**src/rtl/fifo_ctrl_if.sv**
```systemverilog
// Request and register-file control bundle between the FIFO control stage and its neighbours.
// Latency: none, this is a plain signal bundle.
// Backpressure: none; a refused request is reported only through state.
interface fifo_ctrl_if;
  logic       wr_en;
  logic       rd_en;
  logic [2:0] state;
  logic [3:0] data_count;
  logic [2:0] wr_addr;
  logic [2:0] rd_addr;
  logic       we;
  logic       re;

  // Requester side: drives the requests and observes the control outputs.
  modport master (
    output wr_en, rd_en,
    input  state, data_count, wr_addr, rd_addr, we, re
  );

  // Control stage side.
  modport slave (
    input  wr_en, rd_en,
    output state, data_count, wr_addr, rd_addr, we, re
  );
endinterface

```
**src/rtl/fifo_ctrl.sv**
```systemverilog
// Sequential control stage of an 8-entry FIFO: state, occupancy and head/tail pointers.
// Latency: we/re are combinational in the request cycle; state/data_count appear one cycle later.
// Backpressure: none; a write when full or a read when empty is refused and flagged in state.
module fifo_ctrl (
  input  logic         clk,
  input  logic         reset_n,
  fifo_ctrl_if.slave   bus
);

  typedef enum logic [2:0] {
    INIT   = 3'b000,
    WRITE  = 3'b001,
    READ   = 3'b010,
    NO_OP  = 3'b011,
    WR_ERR = 3'b101,
    RD_ERR = 3'b110
  } state_e;

  state_e     state_q, state_d;
  logic [3:0] count_q, count_d;
  logic [2:0] wr_ptr_q, wr_ptr_d;
  logic [2:0] rd_ptr_q, rd_ptr_d;
  logic       we_d;
  logic       re_d;

  // Decode the request against current occupancy. The next state depends only
  // on inputs, so an illegal code in state_q never persists. Simultaneous
  // write and read requests are ignored rather than executed.
  always_comb begin
    state_d  = NO_OP;
    count_d  = count_q;
    wr_ptr_d = wr_ptr_q;
    rd_ptr_d = rd_ptr_q;
    we_d     = 1'b0;
    re_d     = 1'b0;
    if (bus.wr_en && !bus.rd_en) begin
      if (count_q != 4'd8) begin
        state_d  = WRITE;
        count_d  = count_q + 4'd1;
        wr_ptr_d = wr_ptr_q + 3'd1;
        we_d     = 1'b1;
      end else begin
        state_d  = WR_ERR;
      end
    end else if (bus.rd_en && !bus.wr_en) begin
      if (count_q != 4'd0) begin
        state_d  = READ;
        count_d  = count_q - 4'd1;
        rd_ptr_d = rd_ptr_q + 3'd1;
        re_d     = 1'b1;
      end else begin
        state_d  = RD_ERR;
      end
    end
  end

  // Register state, occupancy and pointers; reset discards all occupancy.
  always_ff @(posedge clk) begin
    if (!reset_n) begin
      state_q  <= INIT;
      count_q  <= 4'd0;
      wr_ptr_q <= 3'd0;
      rd_ptr_q <= 3'd0;
    end else begin
      state_q  <= state_d;
      count_q  <= count_d;
      wr_ptr_q <= wr_ptr_d;
      rd_ptr_q <= rd_ptr_d;
    end
  end

  // Strobes are suppressed for the whole time reset is held, so the register
  // file never commits in a cycle whose pointer update is being discarded.
  assign bus.we         = we_d & reset_n;
  assign bus.re         = re_d & reset_n;
  assign bus.state      = state_q;
  assign bus.data_count = count_q;
  assign bus.wr_addr    = wr_ptr_q;
  assign bus.rd_addr    = rd_ptr_q;

endmodule

```
**src/flat_wrapper.sv**
```systemverilog
// flat-port wrapper written by rule: the top's interface ports become plain ports
module fifo_ctrl_flat 
  (clk, reset_n, bus_wr_en, bus_rd_en, bus_state, bus_data_count, bus_wr_addr, bus_rd_addr, bus_we, bus_re);
  fifo_ctrl_if bus_i ();
  input  logic clk;
  input  logic reset_n;
  input wire logic [$bits(bus_i.wr_en)-1:0] bus_wr_en;
  input wire logic [$bits(bus_i.rd_en)-1:0] bus_rd_en;
  output wire logic [$bits(bus_i.state)-1:0] bus_state;
  output wire logic [$bits(bus_i.data_count)-1:0] bus_data_count;
  output wire logic [$bits(bus_i.wr_addr)-1:0] bus_wr_addr;
  output wire logic [$bits(bus_i.rd_addr)-1:0] bus_rd_addr;
  output wire logic [$bits(bus_i.we)-1:0] bus_we;
  output wire logic [$bits(bus_i.re)-1:0] bus_re;
  assign bus_i.wr_en = bus_wr_en;
  assign bus_i.rd_en = bus_rd_en;
  assign bus_state = bus_i.state;
  assign bus_data_count = bus_i.data_count;
  assign bus_wr_addr = bus_i.wr_addr;
  assign bus_rd_addr = bus_i.rd_addr;
  assign bus_we = bus_i.we;
  assign bus_re = bus_i.re;
  fifo_ctrl u_core (.clk(clk), .reset_n(reset_n), .bus(bus_i));
endmodule
```
**config.mk**
```make
export PLATFORM = sky130hd
export DESIGN_NAME = fifo_ctrl_flat
export DESIGN_NICKNAME = d
export VERILOG_FILES = /design/src/rtl/fifo_ctrl_if.sv /design/src/rtl/fifo_ctrl.sv /design/src/flat_wrapper.sv
export SDC_FILE = /design/constraint.sdc
export NUM_CORES = 1
export LEC_CHECK = 0
export CORE_MARGIN = 2
export CORE_UTILIZATION = 35
export CTS_CLUSTER_SIZE = 14
export DETAILED_ROUTE_END_ITERATION = 16
export DONT_BUFFER_PORTS = 1
export GPL_TIMING_DRIVEN = 0
export MAX_ROUTING_LAYER = met4
export PLACE_DENSITY = 0.53
export SYNTH_ARGS = -nofsm -noshare
export SYNTH_HDL_FRONTEND = slang
export SYNTH_SLANG_ARGS = --single-unit
export TNS_END_PERCENT = 20
```
**constraint.sdc**
```tcl
create_clock -name clk -period 1.55 [get_ports clk]
set_input_delay 0.0775 -clock clk [delete_from_list [all_inputs] [get_ports clk]]
set_output_delay 0.0775 -clock clk [all_outputs]
set_load 0.005 [all_outputs]
```
==> impl_metrics.yaml <==
global_route:
  grt_usage_pct: 11.5
  grt_overflow: 0
  grt_pass1_wl_mm: 1.75
  grt_start_max_net_pins: 11
  grt.met3_usage_pct: 7.92
  grt_pass1_vias: 397
  grt_use_met2_pct: 17.1
  gr-usage-met1_pct: 13.1
  grt_most_used_layer: "met2"
  antenna_found_initial: 0
pwr:
  ir_drop_uv: 562
  leakagePower_nw: 0.330
  p_per_area_nw_per_um2: 1360
clock_tree:
  clock_path_buffers: 2
  cts_made_buffers: 3
  clkSinkCount: 13
  clock_latency_ns: 0.27
  cts_tree: "done"
  htree_levels: 1
  cts_root_buf: "clkbuf_4"
  path_clk_slew_ns: 0.08
floorplan:
  start_util_pct: 38.2
  die_area_um2: 2290
  rows: 15
  core_area_um2: 1760
  io_pins: 19
  dieHeight_um: 47.9
  die_width_um: 47.9
final_layout:
  stdcell_area_um2: 749
  antenna_cells: 0
  fill_cells: 191
  seq_area_um2: 260
  multi_input_comb_area_um2: 402
  syn2layout_area_growth_pct: 11.1
  mostFrequentLayoutCell: "dfxtp_1"
  final_cell_mix: "13 x dfxtp_1, 7 x nand2_1, 6 x mux2i_1"
  post_route_cells_drive_above_1_share_pct: 17.8
  final_nets: 82
place:
  hpwl_um: 848
  portBuffers: 0
  gp_congestion: 0.705
  dpl-instance-area_um2: 706
sta:
  min_period_ns: 1.42
  tns_ns: 0
  fmaxAchievable_mhz: 704
  fin_skew_ns: 0.00344
  grt_setup_unrepaired: "false"
  post-route-period-util_pct: 91.7
  slew_viol_final: 0
  finalHoldViolations: 0
  worstMarginPinSlew_ns: 0.328
  finalSetupViolCount: 0
  slew_headroom_pct: 78.1
synthesis:
  netlist_area_um2: 674
  syn_inst: 67
  ys_ff_latch: 13
  syn_nets: 75
  ys_seq_area_share_pct: 38.6
  post_synth.cell_area_avg_um2: 10.1
  synth-compound-area-share_pct: 12.1
  synth_xor_area_share_pct: 7.79
  synth-simple-area-share_pct: 23.4
  yosys_warnings: 0
  synth_top_family_by_area: "simple AND/OR/NAND/NOR gates"
  synthMuxAreaShare_pct: 8.91
  synthAdderAreaFrac_pct: 7.42
  synth_cell_type_count: 27
job:
  drv_cap: 0
drt:
  drt_iter0_drc: 4
  vias: 471
  drtAntennaViolNets: 0
  avgRoutedWirePerCell_um: 11.9
  dr.pass1.iters: 2
  route.detailed.drc: 0
  vias_per_cell: 4.81
  wl_mm: 1.17
worst_hold_path:
  hold_path.class: "primary input to flip-flop"
setup_path:
  crit_arrival_ns: 1.34
  crit_required_ns: 1.47
  cp_max_fo: 7
  end_kind: "primary output"
  critPathLaunchType: "flip-flop"
  worstSetupPathType: "flip-flop to primary output"
run_status:
  outcome: "finished, final reports clean"
==> sequential cells by signal, indices dropped and copies added, names as in the netlist <==
register,flops
u_core.bus.wr_addr,3
u_core.bus.rd_addr,3
u_core.bus.state,3
u_core.bus.data_count,4
==> synthesized netlist by cell type <==
| master | instances | area, um^2 |
|---|---|---|
| a21oi_1 | 1 | 5.00 |
| a21oi_2 | 2 | 17.5 |
| a22oi_4 | 1 | 21.3 |
| a31oi_1 | 1 | 6.26 |
| and2_1 | 5 | 31.3 |
| and2_2 | 2 | 15.0 |
| and3_2 | 1 | 7.51 |
| buf_2 | 1 | 5.00 |
| clkbuf_1 | 1 | 3.75 |
| dfxtp_1 | 13 | 260 |
| ha_1 | 4 | 50.1 |
| inv_1 | 1 | 3.75 |
| mux2i_1 | 6 | 60.1 |
| nand2_1 | 7 | 26.3 |
| nand2b_1 | 3 | 18.8 |
| nand2b_2 | 1 | 8.76 |
| nor2_1 | 1 | 3.75 |
| nor2b_1 | 3 | 18.8 |
| nor3_1 | 1 | 5.00 |
| nor3_4 | 1 | 16.3 |
| nor4_1 | 1 | 6.26 |
| o211ai_1 | 1 | 7.51 |
| o21a_1 | 1 | 7.51 |
| o22ai_1 | 1 | 6.26 |
| o311a_1 | 1 | 10.0 |
| xnor2_1 | 1 | 8.76 |
| xor2_1 | 5 | 43.8 |
==> through the flow <==
step / setup WS, ns / power, mW / utilization (%) / hold WS [ns] / std cells
2_1_floorplan: 0.207 / 0.739 / - / 0.206 / 67
3_3_place_gp: 0.130 / 0.791 / 40.0 / 0.213 / 92
3_5_place_dp: 0.133 / 0.798 / 40.0 / 0.217 / 92
4_1_cts: 0.101 / 1.04 / 42.5 / 0.0707 / 98
5_1_grt: 0.0331 / 1.10 / 42.5 / 0.101 / 98
6_report: 0.129 / 1.02 / 42.5 / 0.0792 / 98
==> cell families (layout without fill, tap and decap cells) <==
logic type	after synthesis	after routing
and+or+nand+nor	26	26
DFF	13	13
AOI/OAI and AO/OA	9	9
xor gates and xnor gates	6	6
muxes	6	6
adders and majority gates	4	4
buffers and inverters	3	9
==> worst max-delay path, cell delays in order, from the launching register on <==
cell and delay [ns]:
dfxtp_1 0.52, nor3_4 0.10, a21oi_2 0.25, and2_2 0.20
==> per-layer routing <==
metal | up-vias | part of all wire, %
li1 | 245 | -
met4 | 0 | 0
met1 | 208 | 49
met5 | - | 0
met2 | 18 | 43
met3 | 0 | 8.3
==> cell type report <==
type / instances / area share [%]
Multi-Input combinational cell: 51 / 53.6
Inverter: 1 / 0.501
Timing Repair Buffer: 2 / 2.34
Clock buffer: 4 / 3.51
Sequential cell: 13 / 34.7
Tap cell: 25 / 4.17
Buffer: 2 / 1.17
==> worst paths after layout <==
kind	slack, ns	depth (start not counted)	startpoint	end
worst max register to register	0.14	4	u_core.bus.data_count[2]	u_core.bus.data_count[3]
worst min-delay path	0.08	3	bus_wr_en	u_core.bus.data_count[3]
worst max-delay path	0.13	3	u_core.bus.data_count[1]	bus_we
worst min register to register	0.50	2	u_core.bus.wr_addr[2]	u_core.bus.wr_addr[2]
==> power by group <==
part	total (mW)	switching (mW)	internal, mW
Clock	0.210	0.110	0.0997
Combinational	0.341	0.168	0.173
Sequential	0.472	0.0866	0.386
Total	1.02	0.364	0.658
==> timing repair <==
action	in CTS	in global routing
setup endpoints to repair	2	0
hold buffers	1	0
resized for setup	0	0
setup buffers	1	0
endpoints found under the hold margin	5	0
Note: power is estimated with default switching activity, not from simulation.
